$ cat src/rtl/add_32bit_unsigned_seq.sv
// ---------------------------------------------------------------------------
// add_32bit_unsigned_seq
//
// Digit-serial unsigned adder. Accepts one operand pair over a valid/ready
// input handshake, adds DIGIT_W bits per cycle (least-significant slice
// first) with a carry chained between slices, and then presents
// {carry, result} over a valid/ready output handshake.
//
// Handshake rule (both sides): a transfer happens on a rising clk edge where
// valid and ready are both high. in_ready is high only in IDLE and out_valid
// is high only in DONE, so acceptance never overlaps computation or output.
//
// Parameters:
//   WIDTH    operand/result width in bits
//   DIGIT_W  bits added per cycle; must divide WIDTH exactly (1..WIDTH)
//
// Ports:
//   clk        clock, rising edge
//   rst_n      asynchronous active-low reset
//   in_valid   producer has A/B available
//   in_ready   block can accept an operand pair (registered)
//   A, B       unsigned operands, sampled on the input handshake
//   out_valid  result/carry valid (registered)
//   out_ready  consumer accepts the result
//   result     (A + B) mod 2^WIDTH (registered)
//   carry      bit WIDTH of A + B (registered)
// ---------------------------------------------------------------------------
module add_32bit_unsigned_seq #(
  parameter int WIDTH   = 32,
  parameter int DIGIT_W = 8
) (
  input  logic             clk,
  input  logic             rst_n,
  input  logic             in_valid,
  output logic             in_ready,
  input  logic [WIDTH-1:0] A,
  input  logic [WIDTH-1:0] B,
  output logic             out_valid,
  input  logic             out_ready,
  output logic [WIDTH-1:0] result,
  output logic             carry
);

  localparam int N     = WIDTH / DIGIT_W;
  // A one-step configuration still needs a one-bit counter.
  localparam int CNT_W = (N > 1) ? $clog2(N) : 1;
  localparam logic [CNT_W-1:0] LAST = CNT_W'(N - 1);
  // Mask covering one digit in the least-significant position.
  localparam logic [WIDTH-1:0] DMASK = WIDTH'({DIGIT_W{1'b1}});

  typedef enum logic [1:0] {
    IDLE = 2'd0,
    BUSY = 2'd1,
    DONE = 2'd2
  } state_t;

  state_t           state;
  logic [WIDTH-1:0] a_q;
  logic [WIDTH-1:0] b_q;
  logic [CNT_W-1:0] k;
  logic             c_q;

  // Current digit step: shifted extraction keeps index widths uniform
  // for every legal DIGIT_W, including DIGIT_W == WIDTH.
  logic [31:0]      off;
  logic [DIGIT_W-1:0] a_sl;
  logic [DIGIT_W-1:0] b_sl;
  logic [DIGIT_W:0]   sum;
  logic [WIDTH-1:0]   result_next;

  always_comb begin
    off         = 32'(k) * 32'(DIGIT_W);
    a_sl        = DIGIT_W'(a_q >> off);
    b_sl        = DIGIT_W'(b_q >> off);
    sum         = {1'b0, a_sl} + {1'b0, b_sl} + (DIGIT_W + 1)'(c_q);
    // Replace only slice k of the result; other slices keep their bits.
    result_next = (result & ~(DMASK << off))
                | (WIDTH'(sum[DIGIT_W-1:0]) << off);
  end

  always_ff @(posedge clk or negedge rst_n) begin
    if (!rst_n) begin
      state     <= IDLE;
      in_ready  <= 1'b1;
      out_valid <= 1'b0;
      result    <= '0;
      carry     <= 1'b0;
      a_q       <= '0;
      b_q       <= '0;
      k         <= '0;
      c_q       <= 1'b0;
    end else begin
      case (state)
        IDLE: begin
          if (in_valid) begin
            a_q      <= A;
            b_q      <= B;
            c_q      <= 1'b0;
            k        <= '0;
            in_ready <= 1'b0;
            state    <= BUSY;
          end
        end
        BUSY: begin
          result <= result_next;
          c_q    <= sum[DIGIT_W];
          if (k == LAST) begin
            carry     <= sum[DIGIT_W];
            out_valid <= 1'b1;
            state     <= DONE;
          end else begin
            k <= k + 1'b1;
          end
        end
        DONE: begin
          // result/carry hold here and keep their values back in IDLE.
          if (out_ready) begin
            out_valid <= 1'b0;
            in_ready  <= 1'b1;
            state     <= IDLE;
          end
        end
        default: begin
          state     <= IDLE;
          in_ready  <= 1'b1;
          out_valid <= 1'b0;
        end
      endcase
    end
  end

endmodule

$ cat config.mk
export PLATFORM = sky130hd
export DESIGN_NAME = add_32bit_unsigned_seq
export DESIGN_NICKNAME = d
export VERILOG_FILES = /design/src/rtl/add_32bit_unsigned_seq.sv
export SDC_FILE = /design/constraint.sdc
export NUM_CORES = 1
export LEC_CHECK = 0
export BUFFER_PORTS_ARGS = -buffer_cell sky130_fd_sc_hd__buf_2
export CELL_PAD_IN_SITES_DETAIL_PLACEMENT = 1
export CELL_PAD_IN_SITES_GLOBAL_PLACEMENT = 1
export CORE_MARGIN = 2
export CORE_UTILIZATION = 40
export CTS_CLUSTER_DIAMETER = 80
export CTS_CLUSTER_SIZE = 16
export DETAILED_ROUTE_END_ITERATION = 8
export GPL_ROUTABILITY_DRIVEN = 0
export GPL_TIMING_DRIVEN = 0
export PLACE_DENSITY_LB_ADDON = 0.1
export REMOVE_ABC_BUFFERS = 1
export SYNTH_ARGS = -nofsm -noshare
export SYNTH_HDL_FRONTEND = slang
export SYNTH_SLANG_ARGS = --single-unit
export TNS_END_PERCENT = 100
$ cat constraint.sdc
create_clock -name clk -period 7.3 [get_ports clk]
set_clock_uncertainty 0.1 [all_clocks]
set_input_delay 1.46 -clock clk [delete_from_list [all_inputs] [get_ports clk]]
set_output_delay 1.46 -clock clk [all_outputs]
set_load 0.02 [all_outputs]
Word level (Yosys, flattened, before mapping)
Index checks and enable logic that the tools add are counted.
Widths: inputs -> output; s select.
{"block": "op_classes", "addsub": 3, "n_eq_ne": 7, "shift": 4, "muxes": 14, "bitwise_logic": 5, "n_reduce_logical": 9}
{"cell": "$shr 32x5->8", "n": 2}
{"cell": "$and 32x32->32", "n": 1}
{"cell": "$not 32->32", "n": 1}
{"cell": "$or 32x32->32", "n": 1}
{"cell": "$shl 8x5->32", "n": 1}
{"cell": "$shl 8x5->32 const A", "n": 1}
{"cell": "$reduce_and 3->1", "n": 4}
{"cell": "$mux 2", "n": 5}
{"cell": "$add 8x8->9", "n": 1}
{"cell": "$add 9x1->9", "n": 1}
{"cell": "$ne 2x2->1 const B", "n": 4}
{"cell": "$pmux 1 s3", "n": 2}
{"cell": "$pmux 2 s3", "n": 1}
{"cell": "$reduce_and 2->1", "n": 3}
{"cell": "$eq 2x2->1 const B", "n": 2}
{"cell": "$mux 1", "n": 4}
{"cell": "$pmux 2 s2", "n": 1}
{"cell": "$add 2x1->2 const B", "n": 1}
{"cell": "$eq 2x1->1 const B", "n": 1}
{"cell": "$logic_not 2->1", "n": 1}
{"cell": "$not 1->1", "n": 2}
{"cell": "$pmux 1 s2", "n": 1}
{"cell": "$reduce_bool 2->1", "n": 1}
{"block": "word_totals", "regBits": 104, "in_bits": 68, "out_inout_bits": 35, "elab_cells": 51}

Depth between registers and ports, before layout
Gate-level depths: netlist (run 1).
{"block": "depth", "ltp_word": 5, "ltp_mapped": 11, "depth_no_buf": 9}

Worst setup path after synthesis (run 1)
No wires, ideal clock.
{"block": "synth_path", "path_kind": "register to register", "startpoint": "reg k[0]", "endpoint": "reg result[14]", "setup_time_ps": 121, "arrival_ps": 2724, "required_ps": 7079, "slack_ps": 4355, "stages_incl_launch_ff": 12, "path_buffers": 2, "period_less_slack_ps": 2945, "cell_sequence": "dfrtp_1 > buf_2 > buf_4 > mux4_2 > fa_1 > inv_1 > fa_1 > nor2b_4 > o211ai_2 > a21boi_0 > o21ba_2 > a22o_1"}
{"block": "synth_between", "elab_chain_len": 5, "elab_cells_between_ends": 9, "classes_between": "add/sub: 2; shift: 4; bitwise: 3"}
{"element": "start: declaration", "line": "60", "text": "logic [CNT_W-1:0] k;"}
{"element": "start signal: assignment", "line": "112", "text": "k <= k + 1'b1;"}
{"element": "$shr 32x5->8, on equally long branches", "line": "73, 74"}
{"element": "$add 8x8->9", "line": "75", "text": "sum = {1'b0, a_sl} + {1'b0, b_sl} + (DIGIT_W + 1)'(c_q);"}
{"element": "$add 9x1->9", "line": "75"}
{"element": "$shl 8x5->32", "line": "78", "text": "| (WIDTH'(sum[DIGIT_W-1:0]) << off);"}
{"element": "$or 32x32->32 *", "line": "78"}
{"element": "end signal: assignment", "line": "105", "text": "result <= result_next;"}
{"element": "end: declaration", "line": "40", "text": "output logic [WIDTH-1:0] result,"}
Every way passes the cells marked *; elsewhere a longest branch is shown, timed or not.
A chain may end at the register's enable or synchronous reset.

Worst setup path in the final report (run 1)
{"block": "layout_path", "startpoint": "reg k[1]", "endpoint": "reg result[6]"}
The elaborated chain is that of the path after synthesis.

==> results by group, run 1 <==
Timing
  – Final Setup Violations: 0
  – Crit path time final: 3.391 ns
  – Worst slew margin: 21.66%
  – Setup TNS: 0 ns
  – Final hold violation count: 0
  – Fin crit share: 46.46%
  – RSZ-0062 raised after global routing: no
  – Slew Limit Fails: 0
  – Highest clock rate: 294.9 MHz
  – Worst-margin pin slew: 1.175 ns

Global route
  – Gr busiest metal: met2
  – GRT met1 Usage: 24.47%
  – Antenna violations before repair: 0
  – Met2 Resource Use GR: 27.74%
  – Largest net degree at the start of global routing: 54
  – All-Layer GR Usage: 18.07%
  – Number of global-route vias before repair: 3266
  – GRT Residual Overflow: 0
  – First-pass GRT wire length: 17770 microns
  – Met3 usage: 6.164%

Yosys
  – Main synth FF type: dfrtp_1
  – Most area-consuming cells after synthesis: dfrtp_1, mux2_4, mux4_2
  – Synthesis Warnings: 0
  – Top cell type's share of synthesized area: 53.24%
  – Async S/R FF share, synth: 100.0%
  – Post-synth EDFFs: 0
  – Synth area leader: dfrtp_1
  – Flops & latches, synth: 104
  – Synthesized area: 4841 sq um
  – Syn Inst Count: 320
  – Synth unique cells: 41
  – Post-synthesis area per instance: 15.13 sq um
  – Post-synthesis sequential area ratio: 53.79%

Power
  – Leakage: 2.750 nW
  – VDD IR max: 0.0002176 V
  – Pwr dens: 586.2 nW/um^2

Floorplan
  – Die Y-Extent: 114.0 microns
  – Die area: 13000 sq um
  – I/O pin total: 103
  – Die Span X: 114.0 microns
  – Core area: 11910 sq um
  – Initial core utilization: 40.64%
  – Rows: 40

Clock tree
  – Post-CTS Hold Buffers: 0
  – Clock transition at path regs: 0.07 ns
  – Skew-Pair Late Insertion Delay: 0.35 ns
  – CTS tree: built
  – Htree depth: 3
  – Clock buffer depth: 2
  – CTS sink count: 104
  – Root Driver: clkbuf_16
  – Total CTS buffers: 9
  – CTS resizes: 0
  – Postcts setup bufs: 0

Worst setup path
  – Crit-path max FO: 23
  – Critical Path Most Common Cell: fa_1
  – Crit path from: k[1]
  – FF-to-FF Start: k[1]
  – Critical Path RT: 7.45 ns
  – CP arrival: 3.54 ns
  – CP bufs+invs: 1
  – Delay-heaviest family, CP: flip-flops
  – Crit-path cells: mux4_2 -> fa_1 -> inv_1 -> fa_1 -> nor2b_4 -> o211ai_2 -> a21boi_0 -> o21ba_2 -> a22o_1
  – CP peak stage delay: 1.13 ns
  – Worst setup SP type: flip-flop
  – CP max stage cell: dfrtp_1
  – WS Path Type: flip-flop to flip-flop
  – Crit. End Element: flip-flop

Layout
  – Post-Layout Inst Area: 5802 sq um
  – Layout area overhead: 19.85%
  – Fillers: 1261
  – Core Util, Final: 48.71%
  – Layout cells sized above 1: 49.07%
  – ANT cells: 0
  – Nets: 504

Placed design
  – # port buffers: 102
  – Final HPWL DP: 7682 microns
  – Placed cell areas: 5502 sq um

Routing
  – Residual DRC: 0
  – Starting DRC count in detailed routing: 144
  – Wire length per cell: 18.55 microns
  – Detailed Route WL: 10670 microns
  – Initial DRT Pass Iterations: 4
  – Via Count: 2980
  – Routed Antenna Nets: 0
  – Avg Vias per Cell: 5.183

Min path
  – Hold Path Class: flip-flop to flip-flop
  – Hold_sp: result[9]

Status
  – Status: finished, final reports clean

Flow run
  – Max Cap Violations: 0
[placed cells by master (no fill, tap or decap), types with 2 or more instances in the layout]
master	instances
nand2_1	17
inv_1	6
nor3_2	2
o21ai_1	3
mux2_2	15
a21oi_1	6
mux4_2	16
a211oi_1	2
clkinv_2	2
fa_1	2
nor2_1	9
ha_1	11
nand2b_1	3
clkbuf_16	9
o211ai_1	2
buf_2	101
dfrtp_1	102
a22o_1	24
nand3_1	5
clkbuf_8	2
clkbuf_1	2
mux2_4	49
xnor2_1	3
buf_12	2
o21ai_0	10
[worst reg2reg max path: stages, from the launching register on]
cell      delay, ns
dfrtp_1        1.13
mux4_2         0.45
fa_1           0.45
inv_1          0.09
fa_1           0.25
nor2b_4        0.06
o211ai_2       0.16
a21boi_0       0.12
o21ba_2        0.28
a22o_1         0.21
[synth_stat cells (3+ instances only)]
cell / number
o21ai_1: 3
a21oi_1: 6
buf_4: 3
ha_1: 11
mux2_2: 15
o21ai_0: 10
nand2b_1: 3
nand2_1: 17
dfrtp_1: 103
mux2_4: 49
xnor2_1: 3
nor2_1: 9
nand3_1: 5
mux4_2: 16
inv_1: 6
buf_6: 6
buf_2: 4
a22o_1: 24
[layer usage]
metal	part of all wire (%)	wire length [microns]
met1	46	4958
met4	1.5	155
met5	0	0
met3	5.7	609
met2	46	4942
[report_power, final]
part / leakage [nW] / switching, mW / internal [mW]
clock network: 0.150 / 0.209 / 0.284
logic: 1.36 / 0.918 / 0.894
registers: 1.24 / 0.223 / 0.873
total: 2.75 / 1.35 / 2.05
[kinds of logic after synthesis]
| kind of cell | synth area share, % |
|---|---|
| buffers and inverters | 2.740 |
| muxes | 26.13 |
| adders and majority gates | 3.670 |
| DFF | 53.79 |
| xor gates and xnor gates | 0.7238 |
| AOI/OAI and AO/OA | 8.452 |
| and+or+nand+nor | 4.498 |
[area by class of cell]
cell class | instances | area [sq um] | area share (%)
sequential | 104 | 2605 | 44.90
clock inverter | 3 | 40.04 | 0.6901
timing repair buffer | 105 | 580.6 | 10.01
clock buffer | 13 | 260.3 | 4.486
tap | 147 | 183.9 | 3.170
multi-input combinational | 197 | 2110 | 36.36
inverter | 6 | 22.52 | 0.3882
[stage by stage]
step	setup slack, ns	power, mW	instances	hold slack [ns]
final	3.909	3.401	575	0.3780
after global placement	1.755	2.905	556	0.3651
after floorplan	2.674	2.416	307	0.3753
after detailed placement	3.877	2.952	559	0.3689
after global routing	3.619	3.685	575	0.4061
after CTS	3.856	3.465	575	0.3842
[flip-flops by register name, summed over array words and instances, names as in the netlist]
register   count
c_q            1
result        32
out_valid      1
state          2
carry          1
k              2
a_q           32
b_q           32
in_ready       1
[worst paths after layout]
path,endpoint,slack (ns),cells past startpoint
worst max-delay path,result[6],3.91,9
worst min-delay path,result[9],0.38,2
worst max register to register,result[6],3.91,9
worst min register to register,result[9],0.38,2
max in group asynchronous,in_ready,5.36,2
min in group asynchronous,result[17],1.04,1
Power figures use the tool's default switching activity.
==> run 2, diff against run 1 <==
--- a/config.mk
+++ b/config.mk
@@ -5,11 +5,12 @@
 export SDC_FILE = /design/constraint.sdc
 export NUM_CORES = 1
 export LEC_CHECK = 0
+export ABC_AREA = 1
 export BUFFER_PORTS_ARGS = -buffer_cell sky130_fd_sc_hd__buf_2
 export CELL_PAD_IN_SITES_DETAIL_PLACEMENT = 1
 export CELL_PAD_IN_SITES_GLOBAL_PLACEMENT = 1
 export CORE_MARGIN = 2
-export CORE_UTILIZATION = 40
+export CORE_UTILIZATION = 36
 export CTS_CLUSTER_DIAMETER = 80
 export CTS_CLUSTER_SIZE = 16
 export DETAILED_ROUTE_END_ITERATION = 8
==> constraint.sdc (replaced) <==
create_clock -name clk -period 2.95 [get_ports clk]
set_clock_uncertainty 0.1 [all_clocks]
set_input_delay 0.59 -clock clk [delete_from_list [all_inputs] [get_ports clk]]
set_output_delay 0.59 -clock clk [all_outputs]
set_load 0.02 [all_outputs]
==> run 2 against run 1 <==
Setup slack got worse by 3.6 ns. Die area rose by 10%. Global-route usage is 1.3 points higher. Final cell count grew 53%. Clock-buffer cell count decreased by 3. Largest cell class unchanged. Largest power group unchanged.
==> results by group, run 2 <==
Status
  – Status: finished, final reports clean

Worst setup path
  – Crit-path max FO: 23 (unchanged)
  – CP arrival: 2.84 ns (-0.70 ns)
  – Crit-path cells: buf_12 -> buf_16 -> nand2_1 -> a32oi_2 -> inv_2 -> fa_1 -> inv_1 -> nand2_1 -> nand2_1 -> and2_4 -> xor2_2 -> nand3_1 -> nand2_1
  – CP bufs+invs: 4 (+3)
  – Worst setup SP type: flip-flop
  – CP peak stage delay: 0.58 ns (-0.55 ns)
  – WS Path Type: flip-flop to flip-flop
  – Critical Path Most Common Cell: nand2_1
  – Crit. End Element: flip-flop
  – Delay-heaviest family, CP: flip-flops
  – CP max stage cell: dfrtp_4
  – Critical Path RT: 3.14 ns (-4.31 ns)

Global route
  – All-Layer GR Usage: 19.35% (+1.3 points)
  – Antenna violations before repair: 0 (unchanged)
  – Largest net degree at the start of global routing: 61 (+13%)
  – GRT Residual Overflow: 0 (unchanged)
  – First-pass GRT wire length: 21760 microns (+22%)
  – Number of global-route vias before repair: 4303 (+32%)

Floorplan
  – Die area: 14300 sq um (+10%)
  – Die Span X: 119.6 microns (+4.9%)
  – Die Y-Extent: 119.6 microns (+4.9%)
  – I/O pin total: 103 (unchanged)
  – Rows: 42 (+5.0%)
  – Core area: 13140 sq um (+10%)
  – Initial core utilization: 36.62% (-4.0 points)

Timing
  – Highest clock rate: 377.8 MHz (+28%)
  – RSZ-0062 raised after global routing: no
  – Final hold violation count: 0 (unchanged)
  – Worst slew margin: 58.45% (+37 points)
  – Slew Limit Fails: 0 (unchanged)
  – Worst-margin pin slew: 0.6233 ns (-0.5518 ns)
  – Final Setup Violations: 0 (unchanged)
  – Crit path time final: 2.647 ns (-0.7443 ns)
  – Fin crit share: 89.73% (+43 points)

Clock tree
  – CTS sink count: 104 (unchanged)
  – Htree depth: 3 (unchanged)
  – Skew-Pair Late Insertion Delay: 0.36 ns (about the same)
  – Root Driver: clkbuf_16
  – Clock buffer depth: 2 (unchanged)
  – Clock transition at path regs: 0.07 ns (about the same)
  – Post-CTS Hold Buffers: 0 (unchanged)
  – Total CTS buffers: 9 (unchanged)
  – CTS tree: built

Routing
  – Starting DRC count in detailed routing: 160 (+11%)
  – Avg Vias per Cell: 4.821 (-7.0%)
  – Initial DRT Pass Iterations: 4 (unchanged)
  – Wire length on met3: 443 microns (-27%)
  – Residual DRC: 0 (unchanged)
  – Routed length on met2: 6438 microns (+30%)
  – Detailed Route WL: 13680 microns (+28%)
  – Wire length per cell: 15.56 microns (-16%)
  – DRT met1 WL: 6578 microns (+33%)
  – Via Count: 4238 (+42%)
  – Max Used Layer: met4
  – Routed Antenna Nets: 0 (unchanged)

Power
  – Power Total: 8.339 mW (+150%)
  – Clk pwr share: 15.5% (+1.0 points)
  – Pwr dens: 1383 nW/um^2 (+140%)
  – Leakage: 3.249 nW (+18%)
  – Cell Int Power: 4.475 mW (+120%)
  – Comb pwr share: 53.8% (+0.5 points)
  – Psw: 3.864 mW (+190%)
  – Sw frac: 46.33% (+6.6 points)
  – Sequential share of power: 30.7% (-1.5 points)
  – VDD IR max: 0.0003598 V (+65%)

Yosys
  – Post-synthesis area per instance: 8.031 sq um (-47%)
  – Most area-consuming cells after synthesis: dfrtp_1, nand2_1, o21ai_0
  – Synth area leader: dfrtp_1
  – Async S/R FF share, synth: 100.0% (unchanged)
  – Main synth FF type: dfrtp_1
  – Synth unique cells: 28 (-32%)
  – Synthesis Warnings: 0 (unchanged)
  – Synthesized area: 4811 sq um (-0.62%)
  – Flops & latches, synth: 104 (unchanged)
  – Most frequent cell after synthesis: nand2_1
  – Post-synth EDFFs: 0 (unchanged)
  – Post-synthesis sequential area ratio: 54.12% (+0.34 points)
  – Post-synth top cells: nand2_1, dfrtp_1, o21ai_0
  – Top cell type's share of synthesized area: 53.58% (+0.33 points)
  – Syn Inst Count: 599 (+87%)

Layout
  – Nets: 780 (+55%)
  – Most frequent cells in the layout: nand2_1, buf_2, dfrtp_1, o21ai_0, nor2_1
  – Largest regs: a_q (32), b_q (32), result (32)
  – Core Util, Final: 45.90% (-2.8 points)
  – Fillers: 1641 (+30%)
  – Layout cells sized above 1: 21.48% (-28 points)
  – Layout area overhead: 25.33%
  – ANT cells: 0 (unchanged)
  – Commonest non-fill, non-tap cell in the layout: nand2_1

Min path
  – Hold Path Class: primary input to async pin

Placed design
  – # port buffers: 102 (unchanged)
  – Final HPWL DP: 8724 microns (+14%)

Flow run
  – Max Cap Violations: 0 (unchanged)
[run 2: metrics by stage]
stage	instances	worst slack [ns]	setup TNS [ns]	hold slack [ns]	cell area (sq um)
global route	879	0.01682	0	0.1826	6030
detailed placement	852	-0.8100	-18.06	0.3576	5484
global placement	849	-2.235	-199.35	0.3514	5410
CTS	868	0.01531	0	0.1650	5857
finish	879	0.3029	0	0.1485	6030
floorplan	571	-0.6040	-22.86	0.1944	4679
[run 2: logic make-up after synthesis]
kind of cell	after synthesis	synth area share, %
buf+inv	53	4.681
simple gates	358	29.34
compound gates	69	7.802
xor+xnor	2	0.3642
fa+ha+maj	13	3.693
flops	104	54.12
[run 2: layout make-up]
| type | instances | area [sq um] | area share (%) |
|---|---|---|---|
| clock buffer | 10 | 239.0 | 3.963 |
| clock inverter | 5 | 81.33 | 1.349 |
| inverter | 25 | 132.6 | 2.200 |
| multi-input combinational | 442 | 2012 | 33.37 |
| sequential | 104 | 2611 | 43.31 |
| tap | 176 | 220.2 | 3.652 |
| timing repair buffer | 116 | 721.9 | 11.97 |
| timing repair inverter | 1 | 11.26 | 0.1868 |
[run 2: power groups by stage]
stage	sequential, mW	clock (mW)	combinational, mW
2_1_floorplan	2.75	0	2.58
3_3_place_gp	2.61	0	3.91
3_5_place_dp	2.64	0	4.03
4_1_cts	2.61	1.33	4.17
5_1_grt	2.65	1.38	5.11
6_report	2.56	1.29	4.49
[run 2: final timing paths]
check                          from         end  slack (ns)  cells after the start
hold reg to reg            in_ready    in_ready        0.37                      2
setup / recovery               k[0]  result[28]        0.30                     13
max in group asynchronous     rst_n     b_q[19]        1.89                      2
hold / removal                rst_n    state[1]        0.15                      1
setup reg to reg               k[0]  result[28]        0.30                     13
min in group clk               B[7]      b_q[7]        0.32                      3
[run 2: per-layer routing]
| metal | up-vias | global-route usage [%] |
|---|---|---|
| met4 | 0 | 7.647 |
| met2 | 79 | 31.39 |
| li1 | 2091 | - |
| met5 | - | 0 |
| met3 | 16 | 2.614 |
| met1 | 2052 | 26.33 |
[run 2: worst reg2reg max path, delay by kind of cell, from the launching register on]
kind | cells | cell delay (ns)
fa+ha+maj | 1 | 0.45
compound gates | 1 | 0.25
buf+inv | 4 | 0.44
xor+xnor | 1 | 0.20
flops | 1 | 0.58
simple gates | 6 | 0.55
[run 2: repair_timing]
item,in CTS,in global routing
pin swaps,0,1
cloned,0,1
endpoints found under the setup margin,34,10
gates resized for setup,9,9
setup buffers,1,10
